<file path="src/rtl/core_mailbox.sv">
// core_mailbox: per-core message port on a shared one-wire serial bus.
// TX serialises {start, target, payload} after winning bus arbitration.
// RX deserialises frames seen on the bus. Frames addressed to this core,
// or to the broadcast address, are queued in a show-ahead FIFO.
module core_mailbox #(
    parameter int ADDR_W      = 8,
    parameter int DATA_W      = 8,
    parameter int FIFO_DEPTH  = 4,
    parameter int ARB_TIMEOUT = 256,
    parameter bit BCAST_EN    = 1'b1
) (
    input  logic                               clk,
    input  logic                               rst_n,
    input  logic                               cmd_valid,
    input  logic [1:0]                         cmd_op,
    input  logic [DATA_W-1:0]                  cmd_arg,
    output logic                               cmd_ready,
    input  logic                               recv_req,
    input  logic                               rd_en,
    output logic [DATA_W-1:0]                  rd_data,
    output logic                               rx_empty,
    output logic [$clog2(FIFO_DEPTH+1)-1:0]    rx_count,
    output logic                               rx_overflow,
    output logic                               core_hlt,
    output logic                               tx_abort,
    output logic                               arb_req,
    input  logic                               arb_gnt,
    input  logic                               bus_in,
    output logic                               bus_out,
    output logic                               bus_oe
);

    localparam int FRAME_W = 1 + ADDR_W + DATA_W;
    localparam int RX_BITS = ADDR_W + DATA_W;
    localparam int CNT_MAX = (ARB_TIMEOUT > FRAME_W) ? ARB_TIMEOUT : FRAME_W;
    localparam int TXC_W   = $clog2(CNT_MAX + 1);
    localparam int RXC_W   = $clog2(RX_BITS + 1);
    localparam int PTR_W   = $clog2(FIFO_DEPTH);
    localparam int OCC_W   = $clog2(FIFO_DEPTH + 1);

    localparam logic [1:0] OP_SET_MY  = 2'd1;
    localparam logic [1:0] OP_SET_TGT = 2'd2;
    localparam logic [1:0] OP_SEND    = 2'd3;

    typedef enum logic [1:0] {
        TX_IDLE = 2'd0,
        TX_REQ  = 2'd1,
        TX_SEND = 2'd2,
        TX_GAP  = 2'd3
    } tx_state_e;

    typedef enum logic [1:0] {
        RX_IDLE  = 2'd0,
        RX_SHIFT = 2'd1,
        RX_CHECK = 2'd2
    } rx_state_e;

    // ---------------- address registers ----------------
    logic [ADDR_W-1:0] my_addr_q, my_addr_d;
    logic [ADDR_W-1:0] tgt_addr_q, tgt_addr_d;

    // ---------------- transmitter state ----------------
    tx_state_e          tx_state_q, tx_state_d;
    logic [TXC_W-1:0]   tx_cnt_q, tx_cnt_d;
    logic [FRAME_W-1:0] tx_sr_q, tx_sr_d;
    logic               tx_abort_q, tx_abort_d;
    logic               send_acc;

    // ---------------- receiver state ----------------
    rx_state_e          rx_state_q, rx_state_d;
    logic [RXC_W-1:0]   rx_cnt_q, rx_cnt_d;
    logic [RX_BITS-1:0] rx_sr_q, rx_sr_d;
    logic [ADDR_W-1:0]  rx_addr;
    logic [DATA_W-1:0]  rx_payload;
    logic               addr_match;
    logic               push_req;

    // ---------------- FIFO state ----------------
    logic [DATA_W-1:0]  mem_q [FIFO_DEPTH];
    logic [PTR_W-1:0]   wr_ptr_q, wr_ptr_d;
    logic [PTR_W-1:0]   rd_ptr_q, rd_ptr_d;
    logic [OCC_W-1:0]   count_q, count_d;
    logic               ovf_q, ovf_d;
    logic               fifo_full;
    logic               do_push;
    logic               do_pop;

    // SET commands are always taken; cmd_ready only gates SEND.
    always_comb begin
        my_addr_d  = my_addr_q;
        tgt_addr_d = tgt_addr_q;
        if (cmd_valid && (cmd_op == OP_SET_MY)) begin
            my_addr_d = cmd_arg[ADDR_W-1:0];
        end
        if (cmd_valid && (cmd_op == OP_SET_TGT)) begin
            tgt_addr_d = cmd_arg[ADDR_W-1:0];
        end
    end

    assign send_acc = cmd_valid && (cmd_op == OP_SEND) && (tx_state_q == TX_IDLE);

    // TX next-state: arbitration with timeout, then a fixed-length frame and a one-cycle gap.
    always_comb begin
        tx_state_d = tx_state_q;
        tx_cnt_d   = tx_cnt_q;
        tx_sr_d    = tx_sr_q;
        tx_abort_d = 1'b0;
        case (tx_state_q)
            TX_IDLE: begin
                if (send_acc) begin
                    tx_state_d = TX_REQ;
                    tx_cnt_d   = '0;
                    // bit 0 goes out first: start bit, then target LSB-first, then payload LSB-first
                    tx_sr_d    = {cmd_arg, tgt_addr_q, 1'b1};
                end
            end
            TX_REQ: begin
                if (arb_gnt) begin
                    tx_state_d = TX_SEND;
                    tx_cnt_d   = '0;
                end else if (tx_cnt_q == TXC_W'(ARB_TIMEOUT - 1)) begin
                    tx_state_d = TX_IDLE;
                    tx_abort_d = 1'b1;
                end else begin
                    tx_cnt_d = tx_cnt_q + TXC_W'(1);
                end
            end
            TX_SEND: begin
                // grant is not re-checked here: a started frame always completes
                tx_sr_d = {1'b0, tx_sr_q[FRAME_W-1:1]};
                if (tx_cnt_q == TXC_W'(FRAME_W - 1)) begin
                    tx_state_d = TX_GAP;
                end else begin
                    tx_cnt_d = tx_cnt_q + TXC_W'(1);
                end
            end
            TX_GAP: begin
                tx_state_d = TX_IDLE;
            end
            default: begin
                tx_state_d = TX_IDLE;
            end
        endcase
    end

    assign cmd_ready = (tx_state_q == TX_IDLE);
    assign arb_req   = (tx_state_q == TX_REQ) || (tx_state_q == TX_SEND);
    assign bus_oe    = (tx_state_q == TX_SEND);
    assign bus_out   = bus_oe & tx_sr_q[0];
    assign tx_abort  = tx_abort_q;

    // RX next-state: start bit detect (never on our own drive), shift, one address-check cycle.
    always_comb begin
        rx_state_d = rx_state_q;
        rx_cnt_d   = rx_cnt_q;
        rx_sr_d    = rx_sr_q;
        case (rx_state_q)
            RX_IDLE: begin
                if (bus_in && !bus_oe) begin
                    rx_state_d = RX_SHIFT;
                    rx_cnt_d   = '0;
                end
            end
            RX_SHIFT: begin
                // shift in at the top so the first bit received lands in bit 0
                rx_sr_d = {bus_in, rx_sr_q[RX_BITS-1:1]};
                if (rx_cnt_q == RXC_W'(RX_BITS - 1)) begin
                    rx_state_d = RX_CHECK;
                end else begin
                    rx_cnt_d = rx_cnt_q + RXC_W'(1);
                end
            end
            RX_CHECK: begin
                rx_state_d = RX_IDLE;
            end
            default: begin
                rx_state_d = RX_IDLE;
            end
        endcase
    end

    assign rx_addr    = rx_sr_q[ADDR_W-1:0];
    assign rx_payload = rx_sr_q[RX_BITS-1:ADDR_W];
    assign addr_match = (rx_addr == my_addr_q) || (BCAST_EN && (&rx_addr));
    assign push_req   = (rx_state_q == RX_CHECK) && addr_match;

    assign fifo_full = (count_q == OCC_W'(FIFO_DEPTH));
    assign do_pop    = rd_en && (count_q != '0);
    // a pop in the same cycle frees the slot, so a full FIFO can still accept
    assign do_push   = push_req && (!fifo_full || do_pop);

    // FIFO pointer, occupancy and sticky overflow next-state.
    always_comb begin
        wr_ptr_d = wr_ptr_q;
        rd_ptr_d = rd_ptr_q;
        count_d  = count_q;
        ovf_d    = ovf_q;
        if (do_push) begin
            wr_ptr_d = wr_ptr_q + PTR_W'(1);
        end
        if (do_pop) begin
            rd_ptr_d = rd_ptr_q + PTR_W'(1);
        end
        if (do_push && !do_pop) begin
            count_d = count_q + OCC_W'(1);
        end else if (do_pop && !do_push) begin
            count_d = count_q - OCC_W'(1);
        end
        if (push_req && !do_push) begin
            ovf_d = 1'b1;
        end
    end

    assign rx_empty    = (count_q == '0);
    assign rx_count    = count_q;
    assign rx_overflow = ovf_q;
    assign rd_data     = rx_empty ? '0 : mem_q[rd_ptr_q];
    assign core_hlt    = recv_req & rx_empty;

    // Control registers: FSMs, counters, addresses, FIFO bookkeeping.
    always_ff @(posedge clk or negedge rst_n) begin
        if (!rst_n) begin
            my_addr_q  <= '0;
            tgt_addr_q <= '0;
            tx_state_q <= TX_IDLE;
            tx_cnt_q   <= '0;
            tx_abort_q <= 1'b0;
            rx_state_q <= RX_IDLE;
            rx_cnt_q   <= '0;
            wr_ptr_q   <= '0;
            rd_ptr_q   <= '0;
            count_q    <= '0;
            ovf_q      <= 1'b0;
        end else begin
            my_addr_q  <= my_addr_d;
            tgt_addr_q <= tgt_addr_d;
            tx_state_q <= tx_state_d;
            tx_cnt_q   <= tx_cnt_d;
            tx_abort_q <= tx_abort_d;
            rx_state_q <= rx_state_d;
            rx_cnt_q   <= rx_cnt_d;
            wr_ptr_q   <= wr_ptr_d;
            rd_ptr_q   <= rd_ptr_d;
            count_q    <= count_d;
            ovf_q      <= ovf_d;
        end
    end

    // Datapath registers: shift registers only matter while their FSM says so.
    always_ff @(posedge clk) begin
        tx_sr_q <= tx_sr_d;
        rx_sr_q <= rx_sr_d;
    end

    // FIFO storage write; the read side is masked to zero while empty.
    always_ff @(posedge clk) begin
        if (do_push) begin
            mem_q[wr_ptr_q] <= rx_payload;
        end
    end

endmodule
</file>
<file path="config.mk">
export PLATFORM = sky130hd
export DESIGN_NAME = core_mailbox
export DESIGN_NICKNAME = d
export VERILOG_FILES = /design/src/rtl/core_mailbox.sv
export SDC_FILE = /design/constraint.sdc
export NUM_CORES = 1
export LEC_CHECK = 0
export ABC_AREA = 1
export BUFFER_PORTS_ARGS = -buffer_cell sky130_fd_sc_hd__buf_2
export CORE_UTILIZATION = 40
export CTS_CLUSTER_DIAMETER = 200
export DETAILED_ROUTE_END_ITERATION = 10
export GPL_TIMING_DRIVEN = 1
export SYNTH_ARGS = -nofsm -noshare
export SYNTH_HDL_FRONTEND = slang
export SYNTH_SLANG_ARGS = --single-unit
</file>
<file path="constraint.sdc">
create_clock -name clk -period 2.5 [get_ports clk]
set_clock_uncertainty 0.1 [all_clocks]
set_input_delay 0 -clock clk [delete_from_list [all_inputs] [get_ports clk]]
set_output_delay 0 -clock clk [all_outputs]
set_load 0.02 [all_outputs]
</file>
==> impl_table.tex <==
\begin{tabular}{lr}
\hline
Metric & Value \\
\hline
\multicolumn{2}{l}{\textbf{Logic synthesis}} \\
\quad Mapped Cells & 467 \\
\quad Async set-reset flop share out of synthesis & roughly 40\% \\
\quad Top FF cell, synth & sky130\_fd\_sc\_hd\_\_edfxtp\_1 \\
\quad Most frequently used cell type in the post-synthesis netlist & sky130\_fd\_sc\_hd\_\_nand2\_1 \\
\quad Flip-flop and latch count after synthesis & 108 \\
\quad Synth top area cells & sky130\_fd\_sc\_hd\_\_edfxtp\_1, sky130\_fd\_sc\_hd\_\_dfrtp\_1, sky130\_fd\_sc\_hd\_\_nand2\_1 \\
\quad Number of library cell types mapped by synthesis & 36 \\
\quad Proportion of netlist area held by the largest area contributor & between 30\% and 40\% \\
\quad Average footprint of a synthesized cell & about 10 sq um \\
\quad Commonest cells in the netlist & sky130\_fd\_sc\_hd\_\_nand2\_1, sky130\_fd\_sc\_hd\_\_edfxtp\_1, sky130\_fd\_sc\_hd\_\_nor2\_1 \\
\quad Share of the yosys chip area belonging to registers & just over 60\% \\
\quad Yosys Warn Count & 0 \\
\quad Cell taking the most area after synthesis & sky130\_fd\_sc\_hd\_\_edfxtp\_1 \\
\quad Syn\_nets & between 400 and 500 \\
\quad Number of synthesized flops with an enable pin & 65 \\
\quad Synthesized area & between 4000 and 5000 sq um \\
\multicolumn{2}{l}{\textbf{Drt}} \\
\quad Number of violations reported at the end of detailed-routing iteration 0 & about 240 \\
\quad Number of iterations in the first detailed-routing pass & 4 \\
\quad Vias per cell & between 4 and 5 \\
\quad Antenna violation net count after detailed routing & 0 \\
\quad Mean routed wirelength per cell & 13.1 um \\
\quad \# DRC & 0 \\
\quad Final routed wirelength across all metal layers & a little under 9 mm \\
\quad Total vias in the final route & 3,208 \\
\multicolumn{2}{l}{\textbf{Global routing}} \\
\quad First-pass GRT wire length & approximately 15 mm \\
\quad All-layer global routing usage & between 10\% and 20\% \\
\quad Vias in the first global route & between 3,000 and 4,000 \\
\quad Grt total ovfl & 0 \\
\quad Pin count of the biggest net entering global routing & 44 \\
\quad Initial antenna violation count & 0 \\
\multicolumn{2}{l}{\textbf{Clocking}} \\
\quad CTS tree & built \\
\quad Clock latency reported for the late side of the worst-skew pair & 0.34 ns \\
\quad Root buffer cell & sky130\_fd\_sc\_hd\_\_clkbuf\_16 \\
\quad Worst-path clk slew & around 0.07 ns \\
\quad Number of sinks driven by the clock tree & around 110 \\
\quad Inserted Clock Buffers & 9 \\
\quad Number of buffers between clock root and the deepest sink & 2 \\
\quad H-Tree Level Count & 3 \\
\multicolumn{2}{l}{\textbf{Floorplan}} \\
\quad Horiz. Die Dim & 112 um \\
\quad Number of top-level pins & 36 \\
\quad Die footprint & 12,600 sq um \\
\quad Starting density of the core & approximately two fifths \\
\quad Die extent in y & around 110 um \\
\quad Area of the core & 11,700 sq um \\
\quad Site Rows & 39 \\
\multicolumn{2}{l}{\textbf{Pwr}} \\
\quad Switching share of power & 34.7\% \\
\quad Relative contribution of combinational cells to total power & 29.3\% \\
\quad Net Switching & 2.15 mW \\
\quad Sequential share of power & between 40\% and 50\% \\
\quad Power per cell area & 1090 nW/um\^{}2 \\
\quad Power share of the clock group & a little under a quarter \\
\quad Static power due to leakage & between 2 and 2.5 nW \\
\quad Internal power summed over all cells & $\sim$4.0 mW \\
\quad Worst IR drop on VDD & roughly 0.6 mV \\
\multicolumn{2}{l}{\textbf{Timing}} \\
\quad Transition time at the pin with the least slew margin & between 0.9 and 1 ns \\
\quad Max Fclk & approximately 440 MHz \\
\quad Final Critical Period & between 2 and 2.5 ns \\
\quad Share of the clock period used by the worst path & roughly 91\% \\
\quad Worst Hold Margin & $\sim$0.16 ns \\
\quad Relative slew slack & 33.9\% \\
\quad Final Slew Violations & 0 \\
\quad Worst Slack Setup Final & 0.225 ns \\
\quad Sum of negative setup slack & 0 ns \\
\quad Number of endpoints failing setup at the final stage & 0 \\
\quad Final Hold Vio Count & 0 \\
\multicolumn{2}{l}{\textbf{Critical path}} \\
\quad Arrival time at the worst endpoint & around 2.4 ns \\
\quad Startpoint type of the worst setup path & flip-flop \\
\quad WP data required & 2.63 ns \\
\quad Cell with the biggest individual delay on the critical path & sky130\_fd\_sc\_hd\_\_edfxtp\_1 \\
\quad Sequence of cells on the critical path & inv\_1 > nand2\_1 > nand2\_1 > nand2\_1 > nor2\_1 > nand2\_1 > nand2\_2 > nand3\_2 > inv\_1 > ha\_1 > inv\_1 > fa\_1 > a21oi\_1 > o21ai\_1 > xor2\_1 \\
\quad Worst setup path class & reg2reg \\
\quad Worst-path maximum fanout & 4 \\
\quad Crit path largest cell delay & roughly 0.4 ns \\
\quad Crit path top cell by count & sky130\_fd\_sc\_hd\_\_nand2\_1 \\
\quad Worst setup EP type & flip-flop \\
\multicolumn{2}{l}{\textbf{Run status}} \\
\quad Run status & complete, no violations \\
\multicolumn{2}{l}{\textbf{Placement}} \\
\quad Post-detailed-placement half-perimeter wirelength & 5.97 mm \\
\quad Cell count after placement & about 640 \\
\quad Worst slack at placement & 0.185 ns \\
\quad Number of buffer cells added on primary ports & 35 \\
\quad Weighted congestion at the end of routability-driven global placement & around 0.75 \\
\quad Dpl cell area & between 5000 and 6000 sq um \\
\multicolumn{2}{l}{\textbf{Final layout}} \\
\quad Final Instance Count excl. Fillers & about 670 \\
\quad Post-layout net count & roughly 560 \\
\quad Antenna fix cells & 0 \\
\quad Layout cell share with drive strength beyond 1 & between 15 and 20\% \\
\quad Relative area change from synthesis to final layout & 16.6\% \\
\quad Final design instance area without fill & 5690 sq um \\
\multicolumn{2}{l}{\textbf{Flow run}} \\
\quad Max capacitance violation total & 0 \\
\multicolumn{2}{l}{\textbf{Worst hold path}} \\
\quad Classification of the worst-slack hold path & in2reg \\
\hline
\end{tabular}
==> final timing paths <==
path | slack [ns] | to | startpoint | cells after the start
max in group asynchronous | 1.42 | rd_ptr_q[1] | rst_n | 2
hold reg to reg | 0.36 | rx_state_q[1] | rx_state_q[1] | 1
setup / recovery | 0.22 | rx_count[2] | rx_sr_q[5] | 15
setup reg to reg | 0.22 | rx_count[2] | rx_sr_q[5] | 15
hold / removal | 0.16 | tgt_addr_q[5] | cmd_valid | 4
min in group asynchronous | 0.24 | tgt_addr_q[6] | rst_n | 2
==> stage by stage <==
step,utilization [%],total power [mW]
3_3_place_gp,45.0,4.68
4_1_cts,48.7,6.27
5_1_grt,48.8,6.60
6_report,48.8,6.20
3_5_place_dp,45.0,4.76
2_1_floorplan,-,4.19
==> sequential cells by signal, indices dropped and copies added, names as in the netlist, named ones only <==
register / count
my_addr_q: 8
rx_sr_q: 16
rx_count: 3
tx_sr_q: 17
wr_ptr_q: 2
mem_q: 32
rd_ptr_q: 2
rx_overflow: 1
tx_abort: 1
rx_cnt_q: 5
tgt_addr_q: 8
rx_state_q: 2
tx_state_q: 1
tx_cnt_q: 9
==> placed cells by master, fill, tap and decap left out, drive strengths merged, types with 2 or more instances in the layout <==
cell type    instances
edfxtp              65
ha                  14
nor3                 4
nand2              112
buf                 44
o21ai               48
dlygate4sd3         12
inv                 56
clkbuf              11
bufinv               2
a21oi               17
clkinv               4
xor2                 4
nand4                6
xnor2                6
dfrtp               43
nor2                60
nand3               15
==> area by class of cell <==
| cell class | instances | area (sq um) |
|---|---|---|
| tap | 143 | 179 |
| inverter | 57 | 221 |
| clock buffer | 11 | 233 |
| sequential | 108 | 3030 |
| timing repair buffer | 56 | 363 |
| fill | 1057 | 5970 |
| clock inverter | 5 | 76.3 |
| multi-input combinational | 292 | 1590 |
==> timing repair <==
| action | 4_1_cts | 5_1_grt |
|---|---|---|
| hold endpoints to repair | 77 | 0 |
| gates resized for setup | 0 | 3 |
| buffers inserted | 0 | 0 |
| endpoints found under the setup margin | 0 | 1 |
| hold buffers | 12 | 0 |
==> cell families (layout without fill, tap and decap cells) <==
kind of cell,Yosys count,after routing,share of synthesized area (%)
simple gates,198,198,18.7
flops,108,108,62.0
compound gates,68,68,7.72
buf+inv,67,129,5.56
fa+ha+maj,15,15,4.00
xor+xnor,10,10,1.79
mux,1,1,0.231
==> layer usage <==
metal	up-vias	GRT usage, %	wire, um
li1	1637	-	-
met1	1504	19.4	4220
met2	53	24.8	4120
met3	14	3.73	318
met4	0	5.16	118
met5	-	0	0
==> power groups by stage <==
| stage | Clock, mW | Combinational (mW) | Sequential [mW] |
|---|---|---|---|
| after global placement | 0 | 1.77 | 2.91 |
| after CTS | 1.52 | 1.84 | 2.90 |
| after detailed placement | 0 | 1.82 | 2.94 |
| after global routing | 1.58 | 2.05 | 2.97 |
| final | 1.48 | 1.81 | 2.91 |
| after floorplan | 0 | 1.39 | 2.80 |
==> worst max-delay path: cells and delay by family (launching register included) <==
| kind | cells | cell delay [ns] |
|---|---|---|
| DFF | 1 | 0.41 |
| adders and majority gates | 2 | 0.51 |
| AOI/OAI and AO/OA | 2 | 0.23 |
| buffers and inverters | 3 | 0.24 |
| xor gates and xnor gates | 1 | 0.14 |
| and+or+nand+nor | 7 | 0.51 |
Power figures use the tool's default switching activity.
